===== src/rtl/apb_master_arbiter.sv =====
// Round-robin arbiter that shares one APB master port among N_REQ requesters.
// It sequences the SETUP/ACCESS phases and returns the response to the granted requester.
module apb_master_arbiter #(
    parameter int unsigned N_REQ  = 4,
    parameter int unsigned ADDR_W = 32,
    parameter int unsigned DATA_W = 32
) (
    input  logic                      PCLK,
    input  logic                      PRESET,
    input  logic [N_REQ-1:0]          req_valid,
    output logic [N_REQ-1:0]          req_ready,
    input  logic [N_REQ-1:0]          req_write,
    input  logic [N_REQ*ADDR_W-1:0]   req_addr,
    input  logic [N_REQ*DATA_W-1:0]   req_wdata,
    output logic [N_REQ-1:0]          rsp_valid,
    output logic [DATA_W-1:0]         rsp_rdata,
    output logic                      rsp_slverr,
    output logic                      busy,
    output logic                      PSEL,
    output logic                      PENABLE,
    output logic [ADDR_W-1:0]         PADDR,
    output logic                      PWRITE,
    output logic [DATA_W-1:0]         PWDATA,
    input  logic                      PREADY,
    input  logic [DATA_W-1:0]         PRDATA,
    input  logic                      PSLVERR
);

    localparam int unsigned IDX_W = (N_REQ > 1) ? $clog2(N_REQ) : 1;

    typedef enum logic [1:0] {
        IDLE   = 2'd0,
        SETUP  = 2'd1,
        ACCESS = 2'd2
    } state_t;

    state_t                 state_q, state_d;
    logic [IDX_W-1:0]       rr_q, rr_d;
    logic [IDX_W-1:0]       gidx_q, gidx_d;
    logic [ADDR_W-1:0]      paddr_q, paddr_d;
    logic                   pwrite_q, pwrite_d;
    logic [DATA_W-1:0]      pwdata_q, pwdata_d;
    logic                   psel_q, psel_d;
    logic                   penable_q, penable_d;
    logic [N_REQ-1:0]       rsp_valid_q, rsp_valid_d;
    logic [DATA_W-1:0]      rsp_rdata_q, rsp_rdata_d;
    logic                   rsp_slverr_q, rsp_slverr_d;
    logic [N_REQ-1:0]       req_ready_c;
    logic                   gnt_found;
    logic [IDX_W-1:0]       gnt_idx;

    // (base + off) mod N_REQ, so non power-of-two N_REQ never reaches a missing index
    function automatic logic [IDX_W-1:0] wrap_idx(input logic [IDX_W-1:0] base,
                                                  input int unsigned off);
        int unsigned s;
        s = 32'(base) + off;
        if (s >= N_REQ) s = s - N_REQ;
        return IDX_W'(s);
    endfunction

    // First requesting index at or above the round-robin pointer, with wrap-around
    always_comb begin
        gnt_found = 1'b0;
        gnt_idx   = '0;
        for (int unsigned off = 0; off < N_REQ; off++) begin
            if (!gnt_found && req_valid[wrap_idx(rr_q, off)]) begin
                gnt_found = 1'b1;
                gnt_idx   = wrap_idx(rr_q, off);
            end
        end
    end

    always_comb begin
        state_d      = state_q;
        rr_d         = rr_q;
        gidx_d       = gidx_q;
        paddr_d      = paddr_q;
        pwrite_d     = pwrite_q;
        pwdata_d     = pwdata_q;
        rsp_valid_d  = '0;
        rsp_rdata_d  = rsp_rdata_q;
        rsp_slverr_d = rsp_slverr_q;
        req_ready_c  = '0;

        case (state_q)
            IDLE: begin
                // Suppressed during reset so no requester sees an accept that is then discarded
                if (gnt_found && !PRESET) begin
                    req_ready_c[gnt_idx] = 1'b1;
                    gidx_d   = gnt_idx;
                    paddr_d  = req_addr[32'(gnt_idx)*ADDR_W +: ADDR_W];
                    pwrite_d = req_write[gnt_idx];
                    pwdata_d = req_wdata[32'(gnt_idx)*DATA_W +: DATA_W];
                    rr_d     = (gnt_idx == IDX_W'(N_REQ-1)) ? '0 : gnt_idx + IDX_W'(1);
                    state_d  = SETUP;
                end
            end
            SETUP: begin
                state_d = ACCESS;
            end
            ACCESS: begin
                if (PREADY) begin
                    rsp_valid_d[gidx_q] = 1'b1;
                    rsp_rdata_d         = pwrite_q ? '0 : PRDATA;
                    rsp_slverr_d        = PSLVERR;
                    state_d             = IDLE;
                end
            end
            default: begin
                state_d = IDLE;
            end
        endcase

        psel_d    = (state_d != IDLE);
        penable_d = (state_d == ACCESS);
    end

    always_ff @(posedge PCLK) begin
        if (PRESET) begin
            state_q      <= IDLE;
            rr_q         <= '0;
            gidx_q       <= '0;
            paddr_q      <= '0;
            pwrite_q     <= 1'b0;
            pwdata_q     <= '0;
            psel_q       <= 1'b0;
            penable_q    <= 1'b0;
            rsp_valid_q  <= '0;
            rsp_rdata_q  <= '0;
            rsp_slverr_q <= 1'b0;
        end else begin
            state_q      <= state_d;
            rr_q         <= rr_d;
            gidx_q       <= gidx_d;
            paddr_q      <= paddr_d;
            pwrite_q     <= pwrite_d;
            pwdata_q     <= pwdata_d;
            psel_q       <= psel_d;
            penable_q    <= penable_d;
            rsp_valid_q  <= rsp_valid_d;
            rsp_rdata_q  <= rsp_rdata_d;
            rsp_slverr_q <= rsp_slverr_d;
        end
    end

    assign req_ready  = req_ready_c;
    assign rsp_valid  = rsp_valid_q;
    assign rsp_rdata  = rsp_rdata_q;
    assign rsp_slverr = rsp_slverr_q;
    assign busy       = psel_q;
    assign PSEL       = psel_q;
    assign PENABLE    = penable_q;
    assign PADDR      = paddr_q;
    assign PWRITE     = pwrite_q;
    assign PWDATA     = pwdata_q;

endmodule


===== config.mk =====
export PLATFORM = sky130hd
export DESIGN_NAME = apb_master_arbiter
export DESIGN_NICKNAME = d
export VERILOG_FILES = /design/src/rtl/apb_master_arbiter.sv
export SDC_FILE = /design/constraint.sdc
export NUM_CORES = 1
export LEC_CHECK = 0
export CELL_PAD_IN_SITES_DETAIL_PLACEMENT = 1
export CELL_PAD_IN_SITES_GLOBAL_PLACEMENT = 1
export CORE_MARGIN = 2
export CORE_UTILIZATION = 22
export DETAILED_ROUTE_END_ITERATION = 8
export GPL_TIMING_DRIVEN = 0
export PLACE_DENSITY_LB_ADDON = 0.1
export SYNTH_ARGS = -nofsm -noshare
export SYNTH_HDL_FRONTEND = slang
export SYNTH_SLANG_ARGS = --single-unit

===== constraint.sdc =====
create_clock -name PCLK -period 1.79 [get_ports PCLK]
set_clock_uncertainty 0.15 [all_clocks]
set_input_delay 0.358 -clock PCLK [delete_from_list [all_inputs] [get_ports PCLK]]
set_output_delay 0.358 -clock PCLK [all_outputs]
set_load 0.01 [all_outputs]

==> results of run 1 <==
-- kinds of logic (layout without fill, tap and decap cells) --
| logic type | after synthesis | count (layout) | synth area share (%) |
|---|---|---|---|
| simple gates | 171 | 171 | 16.4 |
| other cells | 0 | 6 | 0 |
| fa+ha+maj | 4 | 4 | 0.847 |
| buf+inv | 69 | 534 | 6.22 |
| mux | 66 | 66 | 11.2 |
| flops | 110 | 110 | 37.3 |
| compound gates | 238 | 238 | 28.1 |
-- layer usage --
| metal | vias up | part of all wire, % | global-route usage, % |
|---|---|---|---|
| met5 | - | 0.049 | 0 |
| met4 | 2 | 2.2 | 5.86 |
| met3 | 32 | 5.9 | 5.43 |
| met2 | 239 | 52 | 36.9 |
| met1 | 3257 | 40 | 22.5 |
| li1 | 3349 | - | - |
-- Yosys cell counts (all sizes together), types with 2 or more instances --
| library cell | number | area share (%) |
|---|---|---|
| a211oi | 3 | 0.38 |
| a21oi | 6 | 0.51 |
| a22o | 32 | 4.7 |
| and2 | 4 | 0.42 |
| and2b | 2 | 0.30 |
| buf | 45 | 4.7 |
| clkbuf | 20 | 1.3 |
| dfxtp | 110 | 37 |
| ha | 4 | 0.85 |
| inv | 4 | 0.25 |
| mux2i | 66 | 11 |
| nand2 | 74 | 4.7 |
| nor2 | 12 | 0.93 |
| nor2b | 2 | 0.21 |
| nor3 | 3 | 0.34 |
| nor3b | 67 | 8.6 |
| nor4 | 2 | 0.32 |
| o211ai | 64 | 8.1 |
| o21a | 64 | 8.1 |
| o21ai | 65 | 5.5 |
| or2 | 2 | 0.21 |
-- final cells by class --
cell class / instances / area [µm²]
timing repair buffer: 449 / 4730
antenna: 6 / 15.0
clock buffer: 9 / 225
multi-input combinational: 479 / 3750
buffer: 65 / 686
tap: 335 / 419
clock inverter: 7 / 80.1
sequential: 110 / 2210
fill: 2957 / 14100
inverter: 4 / 25.0
-- where the power goes --
group | internal, mW | switching, mW | total [mW]
Sequential | 2.79 | 0.185 | 2.98
Clock | 1.01 | 1.17 | 2.18
Combinational | 2.35 | 1.85 | 4.20
-- what timing repair did --
| action | in CTS | in global routing |
|---|---|---|
| gates resized for setup | 151 | 202 |
| endpoints found under the setup margin | 147 | 155 |
| setup buffers | 16 | 17 |
| pin swaps | 7 | 101 |
| gates cloned | 0 | 10 |
-- registers in the layout, indices dropped and copies added (netlist names) --
signal	cells
state_q	2
rsp_slverr	1
PWRITE	1
gidx_q	2
PADDR	32
PWDATA	32
PENABLE	1
rsp_valid	4
rr_q	2
rsp_rdata	32
PSEL	1
-- critical path: stages, from the launching register on --
cell                       delay [ns]
sky130_fd_sc_hd__dfxtp_4         0.37
sky130_fd_sc_hd__o21bai_1        0.21
sky130_fd_sc_hd__nor3b_4         0.32
sky130_fd_sc_hd__nor2_4          0.11
sky130_fd_sc_hd__buf_12          0.15
sky130_fd_sc_hd__inv_8           0.06
sky130_fd_sc_hd__ha_4            0.11
sky130_fd_sc_hd__and2_4          0.13
sky130_fd_sc_hd__buf_6           0.10
-- final timing paths --
kind	start	endpoint	slack [ns]	depth (start not counted)
worst max-delay path	rr_q[1]	req_ready[1]	-0.64	8
worst min register to register	PADDR[11]	PADDR[11]	0.32	2
worst min-delay path	PADDR[11]	PADDR[11]	0.32	2
worst max register to register	rr_q[0]	PADDR[12]	-0.36	11
-- through the flow --
step / TNS [ns] / util, % / instances / power [mW]
3_3_place_gp: -89.23 / 40.0 / 1400 / 6.58
5_1_grt: -42.31 / 46.3 / 1462 / 9.88
4_1_cts: -27.94 / 42.4 / 1432 / 9.01
2_1_floorplan: -0.0953 / - / 658 / 4.70
6_report: -30.07 / 46.3 / 1464 / 9.35
3_5_place_dp: -92.70 / 40.0 / 1400 / 6.62
==> metrics.txt, run 1 <==
# TYPE chip_impl_metric gauge
chip_impl_metric{name="grt_first_pass_wirelength",unit="µm"} 43000
chip_impl_metric{name="layout-area-overhead-vs-synth",unit="%"} 105
chip_impl_metric{name="clock_tree.htree_level_count",unit=""} 3
chip_impl_metric{name="vdd_drop_max",unit="mV"} 0.443
chip_impl_metric{name="first_global_vias",unit=""} 7152
chip_impl_info{name="critical_path.endpoint_type",value="output port"} 1
chip_impl_metric{name="total_via_count_in_the_routed_design",unit=""} 6879
chip_impl_metric{name="clock_path_buffers",unit=""} 2
chip_impl_metric{name="post_synth_inst_count",unit=""} 658
chip_impl_metric{name="minimum_clock_period",unit="ns"} 2.43
chip_impl_metric{name="netlist_area",unit="µm²"} 5910
chip_impl_info{name="mostFrequentLayoutCells",value="sky130_fd_sc_hd__clkdlybuf4s50_1 (302), sky130_fd_sc_hd__dfxtp_1 (105), sky130_fd_sc_hd__nand2_1 (74)"} 1
chip_impl_metric{name="numClockSinks",unit=""} 110
chip_impl_metric{name="finalSetupViolCount",unit=""} 100
chip_impl_metric{name="detailedRoute.firstIterationViolations",unit=""} 233
chip_impl_info{name="grt_setup_unrepaired",value="yes"} 1
chip_impl_info{name="critical_path.startpoint_type",value="flop"} 1
chip_impl_metric{name="layout-drive-gt1-share",unit="%"} 18.3
chip_impl_metric{name="worst-slew-pin-transition",unit="ns"} 0.682
chip_impl_metric{name="routabilityCongestion",unit=""} 0.766
chip_impl_metric{name="place_area",unit="µm²"} 10500
chip_impl_metric{name="number_of_synthesized_flops_with_an_enable_pin",unit=""} 0
chip_impl_metric{name="drtAntennaViolNets",unit=""} 0
chip_impl_metric{name="whs",unit="ns"} 0.323
chip_impl_metric{name="place.port_buffers",unit=""} 407
chip_impl_info{name="min-delay-path-class",value="reg -> reg"} 1
chip_impl_metric{name="synth_cell_type_count",unit=""} 38
chip_impl_metric{name="cp_data_arrival_time",unit="ns"} 1.92
chip_impl_info{name="layout_commonest_cell",value="sky130_fd_sc_hd__clkdlybuf4s50_1"} 1
chip_impl_metric{name="final_critical_path_setup_slack",unit="ns"} -0.637
chip_impl_metric{name="floorplan.die.width",unit="µm"} 168
chip_impl_metric{name="fin_crit_sh",unit="%"} 136
chip_impl_metric{name="drt-total-wl",unit="µm"} 30400
chip_impl_metric{name="slew_violations",unit=""} 0
chip_impl_metric{name="power_density",unit="nW/µm²"} 770
chip_impl_metric{name="fin_nets",unit=""} 1422
chip_impl_info{name="cts_tree",value="yes"} 1
chip_impl_info{name="root_buffer",value="sky130_fd_sc_hd__clkbuf_16"} 1
chip_impl_metric{name="avgSynthCellArea",unit="µm²"} 8.98
chip_impl_metric{name="floorplan.rows",unit=""} 59
chip_impl_metric{name="cts_buffers",unit=""} 9
chip_impl_metric{name="die_h",unit="µm"} 168
chip_impl_metric{name="synth-seq-cells",unit=""} 110
chip_impl_metric{name="global_route.overflow_total",unit=""} 0
chip_impl_metric{name="max-slew-margin-rel",unit="%"} 54.2
chip_impl_metric{name="cap_violations",unit=""} 0
chip_impl_info{name="crit_type",value="reg -> out"} 1
chip_impl_metric{name="floorplan.io_pins",unit=""} 409
chip_impl_metric{name="critical_path.max_fanout",unit=""} 5
chip_impl_metric{name="initial_core_util",unit="%"} 22.6
chip_impl_metric{name="dp_hpwl",unit="µm"} 22800
chip_impl_metric{name="fp.coreArea",unit="µm²"} 26200
chip_impl_info{name="status",value="complete, but fails checks"} 1
chip_impl_metric{name="routed_via_density",unit=""} 4.70
chip_impl_metric{name="routed_wire_length_per_instance",unit="µm"} 20.7
chip_impl_metric{name="layout.cell_area.non_filler",unit="µm²"} 12100
chip_impl_metric{name="antenna_found_initial",unit=""} 6
chip_impl_metric{name="achievable-frequency",unit="GHz"} 0.412
chip_impl_metric{name="postCtsHoldBufs",unit=""} 0
chip_impl_metric{name="synthArstFlopShare",unit="%"} 0
chip_impl_metric{name="synth_nets",unit=""} 962
chip_impl_metric{name="drtPass1Iterations",unit=""} 6
chip_impl_metric{name="post-route-drc-count",unit=""} 0
chip_impl_metric{name="clock_slew_at_the_register_clock_pins_of_the_worst_setup_and_hold_paths",unit="ns"} 0.09
chip_impl_metric{name="hold_violations",unit=""} 0
chip_impl_metric{name="worst_ep_required",unit="ns"} 1.28
chip_impl_metric{name="yosysSeqAreaShare",unit="%"} 37.3
chip_impl_metric{name="fp.dieArea",unit="µm²"} 28200
chip_impl_metric{name="grt_usage",unit="%"} 20.0
chip_impl_info{name="synth_flop_cell",value="sky130_fd_sc_hd__dfxtp_1"} 1
chip_impl_metric{name="worst_skew_pair.late_latency",unit="ns"} 0.36
chip_impl_metric{name="power.leakage",unit="nW"} 5.64
chip_impl_metric{name="grt_max_degree",unit=""} 23
chip_impl_info{name="violations",value="setup timing"} 1
chip_impl_metric{name="preCtsSetupSlack",unit="ns"} -1.36
chip_impl_metric{name="synthesis.yosys.warnings",unit=""} 0
No activity file was read; power rests on OpenSTA's default activity.
==> run 2, diff against run 1 <==
--- a/config.mk
+++ b/config.mk
@@ -7,11 +7,13 @@
 export LEC_CHECK = 0
 export CELL_PAD_IN_SITES_DETAIL_PLACEMENT = 1
 export CELL_PAD_IN_SITES_GLOBAL_PLACEMENT = 1
-export CORE_MARGIN = 2
-export CORE_UTILIZATION = 22
+export CORE_AREA = 2 2 159 161
+export CTS_CLUSTER_DIAMETER = 150
 export DETAILED_ROUTE_END_ITERATION = 8
+export DIE_AREA = 0 0 161 163
 export GPL_TIMING_DRIVEN = 0
 export PLACE_DENSITY_LB_ADDON = 0.1
+export SETUP_SLACK_MARGIN = 0.05
 export SYNTH_ARGS = -nofsm -noshare
 export SYNTH_HDL_FRONTEND = slang
 export SYNTH_SLANG_ARGS = --single-unit
==> constraint.sdc (replaced) <==
create_clock -name PCLK -period 3 [get_ports PCLK]
set_clock_uncertainty 0.15 [all_clocks]
set_input_delay 0.6 -clock PCLK [delete_from_list [all_inputs] [get_ports PCLK]]
set_output_delay 0.6 -clock PCLK [all_outputs]
set_load 0.01 [all_outputs]
==> run 2 against run 1 <==
Net effect: the flow now finishes without violations; sequential power down 40%; first-iteration DRC count down 5.6%; worst hold slack about the same; clock power down 41%; non-clock buffer count down 33; count of clock-buffer cells in the layout unchanged; setup slack better by 0.81 ns; global-route usage up 1.3 points; via count down 2.7%; sequential share of layout area up 2.2 points; combinational power down 49%; critical endpoint is now req_ready[2].
==> metrics.txt, run 2 (synthesis gave the netlist of run 1 again) <==
# TYPE chip_impl_metric gauge
chip_impl_metric{name="die_h",unit="µm"} 163
chip_impl_info{name="min-delay-path-class",value="reg -> reg"} 1
chip_impl_metric{name="dp_hpwl",unit="µm"} 22900
chip_impl_info{name="worst_path_dominant_cell_family",value="simple AND/OR/NAND/NOR gates"} 1
chip_impl_metric{name="slew_violations",unit=""} 0
chip_impl_info{name="layout_commonest_cell",value="sky130_fd_sc_hd__clkdlybuf4s50_1"} 1
chip_impl_metric{name="final_core_area_utilization",unit="%"} 43.8
chip_impl_info{name="grt_setup_unrepaired",value="no"} 1
chip_impl_metric{name="cts_buffers",unit=""} 9
chip_impl_metric{name="grt_use_met2",unit="%"} 38.3
chip_impl_metric{name="global_route.overflow_total",unit=""} 0
chip_impl_info{name="status",value="completed"} 1
chip_impl_metric{name="routed_wire_length_per_instance",unit="µm"} 20.0
chip_impl_info{name="mostFrequentLayoutCells",value="sky130_fd_sc_hd__clkdlybuf4s50_1 (399), sky130_fd_sc_hd__dfxtp_1 (110), sky130_fd_sc_hd__nand2_1 (74)"} 1
chip_impl_metric{name="cp_data_arrival_time",unit="ns"} 2.08
chip_impl_info{name="crit_type",value="in -> out"} 1
chip_impl_metric{name="hold_violations",unit=""} 0
chip_impl_metric{name="power.leakage",unit="nW"} 4.13
chip_impl_metric{name="worst_ep_required",unit="ns"} 2.25
chip_impl_metric{name="multiInputGateArea",unit="µm²"} 3380
chip_impl_metric{name="fp.dieArea",unit="µm²"} 26200
chip_impl_metric{name="area_taken_by_flip_flops_and_latches",unit="µm²"} 2200
chip_impl_metric{name="use_met1",unit="%"} 25.1
chip_impl_metric{name="cp_slowest_stage_delay",unit="ns"} 0.28
chip_impl_metric{name="vdd_drop_max",unit="mV"} 0.325
chip_impl_info{name="critical_path_cell_by_cell",value="buf_2 -> and2b_4 -> a211oi_2 -> or2_4 -> inv_1 -> ha_1 -> and2_1 -> dlygate4sd2_1"} 1
chip_impl_metric{name="max-slew-margin-rel",unit="%"} 44.9
chip_impl_metric{name="layout-area-overhead-vs-synth",unit="%"} 83.0
chip_impl_metric{name="drtAntennaViolNets",unit=""} 0
chip_impl_metric{name="antenna_found_initial",unit=""} 1
chip_impl_metric{name="first_global_vias",unit=""} 7039
chip_impl_metric{name="place.port_buffers",unit=""} 407
chip_impl_metric{name="floorplan.io_pins",unit=""} 409
chip_impl_metric{name="initial_core_util",unit="%"} 24.0
chip_impl_metric{name="floorplan.die.width",unit="µm"} 161
chip_impl_info{name="critical_path.endpoint_type",value="output port"} 1
chip_impl_metric{name="grt_first_pass_wirelength",unit="µm"} 42500
chip_impl_metric{name="grt_usage",unit="%"} 21.4
chip_impl_metric{name="layout-drive-gt1-share",unit="%"} 8.26
chip_impl_metric{name="fp.coreArea",unit="µm²"} 24700
chip_impl_metric{name="drt-total-wl",unit="µm"} 28400
chip_impl_metric{name="clock_tree.htree_level_count",unit=""} 3
chip_impl_metric{name="floorplan.rows",unit=""} 58
chip_impl_metric{name="fillers",unit=""} 2899
chip_impl_metric{name="detailedRoute.firstIterationViolations",unit=""} 220
chip_impl_metric{name="power_density",unit="nW/µm²"} 480
chip_impl_info{name="grt_most_used_layer",value="met2"} 1
chip_impl_info{name="cts_tree",value="yes"} 1
chip_impl_metric{name="total_via_count_in_the_routed_design",unit=""} 6694
chip_impl_info{name="root_buffer",value="sky130_fd_sc_hd__clkbuf_16"} 1
chip_impl_metric{name="global_route_track_usage_on_met3",unit="%"} 5.70
chip_impl_metric{name="grt_max_degree",unit=""} 23
chip_impl_metric{name="place_area",unit="µm²"} 10400
chip_impl_metric{name="clock_path_buffers",unit=""} 2
chip_impl_metric{name="fin_crit_sh",unit="%"} 94.3
chip_impl_metric{name="fin_nets",unit=""} 1389
chip_impl_metric{name="clock_slew_at_the_register_clock_pins_of_the_worst_setup_and_hold_paths",unit="ns"} 0.08
chip_impl_metric{name="achievable-frequency",unit="GHz"} 0.353
chip_impl_metric{name="critical_path.max_fanout",unit=""} 5
chip_impl_metric{name="post-route-drc-count",unit=""} 0
chip_impl_metric{name="layout.cell_area.non_filler",unit="µm²"} 10800
chip_impl_metric{name="routabilityCongestion",unit=""} 0.807
chip_impl_info{name="worst_path_max_delay_cell",value="sky130_fd_sc_hd__a211oi_2"} 1
chip_impl_metric{name="drtPass1Iterations",unit=""} 4
chip_impl_metric{name="numClockSinks",unit=""} 110
chip_impl_metric{name="worst-slew-pin-transition",unit="ns"} 0.820
chip_impl_metric{name="cp_num_buf_inv",unit=""} 3
chip_impl_metric{name="minimum_clock_period",unit="ns"} 2.83
chip_impl_metric{name="cap_violations",unit=""} 0
chip_impl_metric{name="routed_via_density",unit=""} 4.71
chip_impl_metric{name="finalSetupViolCount",unit=""} 0
chip_impl_info{name="critical_path.startpoint_type",value="input port"} 1
chip_impl_metric{name="worst_skew_pair.late_latency",unit="ns"} 0.36
-- run 2: cell types whose count changed in the layout (fill, tap and decap cells not counted), moves of 12 or more --
cell | previous run | this run
sky130_fd_sc_hd__buf_2 | 3 | 36
sky130_fd_sc_hd__buf_4 | 26 | 14
sky130_fd_sc_hd__buf_6 | 22 | 6
sky130_fd_sc_hd__buf_8 | 18 | 0
sky130_fd_sc_hd__clkdlybuf4s50_1 | 302 | 399
sky130_fd_sc_hd__dlygate4sd2_1 | 48 | 2
sky130_fd_sc_hd__dlymetal6s2s_1 | 53 | 0
sky130_fd_sc_hd__mux2i_1 | 52 | 66
sky130_fd_sc_hd__mux2i_2 | 12 | 0
sky130_fd_sc_hd__nor3b_1 | 31 | 66
sky130_fd_sc_hd__nor3b_2 | 32 | 0
sky130_fd_sc_hd__o21ai_0 | 0 | 23
sky130_fd_sc_hd__o21ai_1 | 54 | 41
-- run 2: path summary, 6_finish.rpt --
check               start            to  slack (ns)  cells after the start
max          req_valid[1]  req_ready[2]        0.17                      8
min            PWDATA[12]    PWDATA[12]        0.32                      2
max reg2reg       rr_q[1]    PWDATA[30]        0.57                      9
min reg2reg    PWDATA[12]    PWDATA[12]        0.32                      2
-- run 2: cell type report --
class,instances,share of cell area [%]
multi-input combinational,479,31.2
tap,330,3.82
inverter,4,0.162
antenna,1,0.0231
sequential,110,20.4
clock inverter,7,0.775
buffer,65,3.52
timing repair buffer,416,38.0
clock buffer,9,2.08
-- run 2: what timing repair did --
item | in CTS | in global routing
buffers inserted | 5 | 4
setup endpoints to repair | 4 | 4
pin swaps | 3 | 6
hold buffers | 0 | 0
resized for setup | 35 | 9
-- run 2: report_power, final --
part / internal, mW / total, mW / switching, mW
Combinational: 1.18 / 2.13 / 0.953
Clock: 0.606 / 1.29 / 0.684
Sequential: 1.66 / 1.78 / 0.115
-- run 2: worst min-delay path: cells and delay by family (launching register included) --
kind / cells / cell delay [ns]
and+or+nand+nor: 1 / 0.05
DFF: 1 / 0.33
AOI/OAI and AO/OA: 1 / 0.07
-- run 2: routing by layer --
layer | part of all wire, % | routed length (µm) | vias to the layer above
li1 | - | - | 3265
met1 | 41 | 11700 | 3154
met2 | 50 | 14200 | 243
met3 | 6.7 | 1900 | 32
met4 | 2.2 | 615 | 0
met5 | 0 | 0 | -
-- run 2: metrics by stage --
stage                     hold WS [ns]  std cells  TNS (ns)  total power [mW]  setup WS [ns]
after floorplan                  0.284        658         0              2.77          0.584
after global placement           0.301       1395     -4.47              3.88         -0.810
after detailed placement         0.307       1395     -4.69              3.90         -0.829
after CTS                        0.330       1416         0              5.27         0.0450
after global routing             0.353       1421         0              5.50         0.0892
final                            0.323       1421         0              5.20          0.170
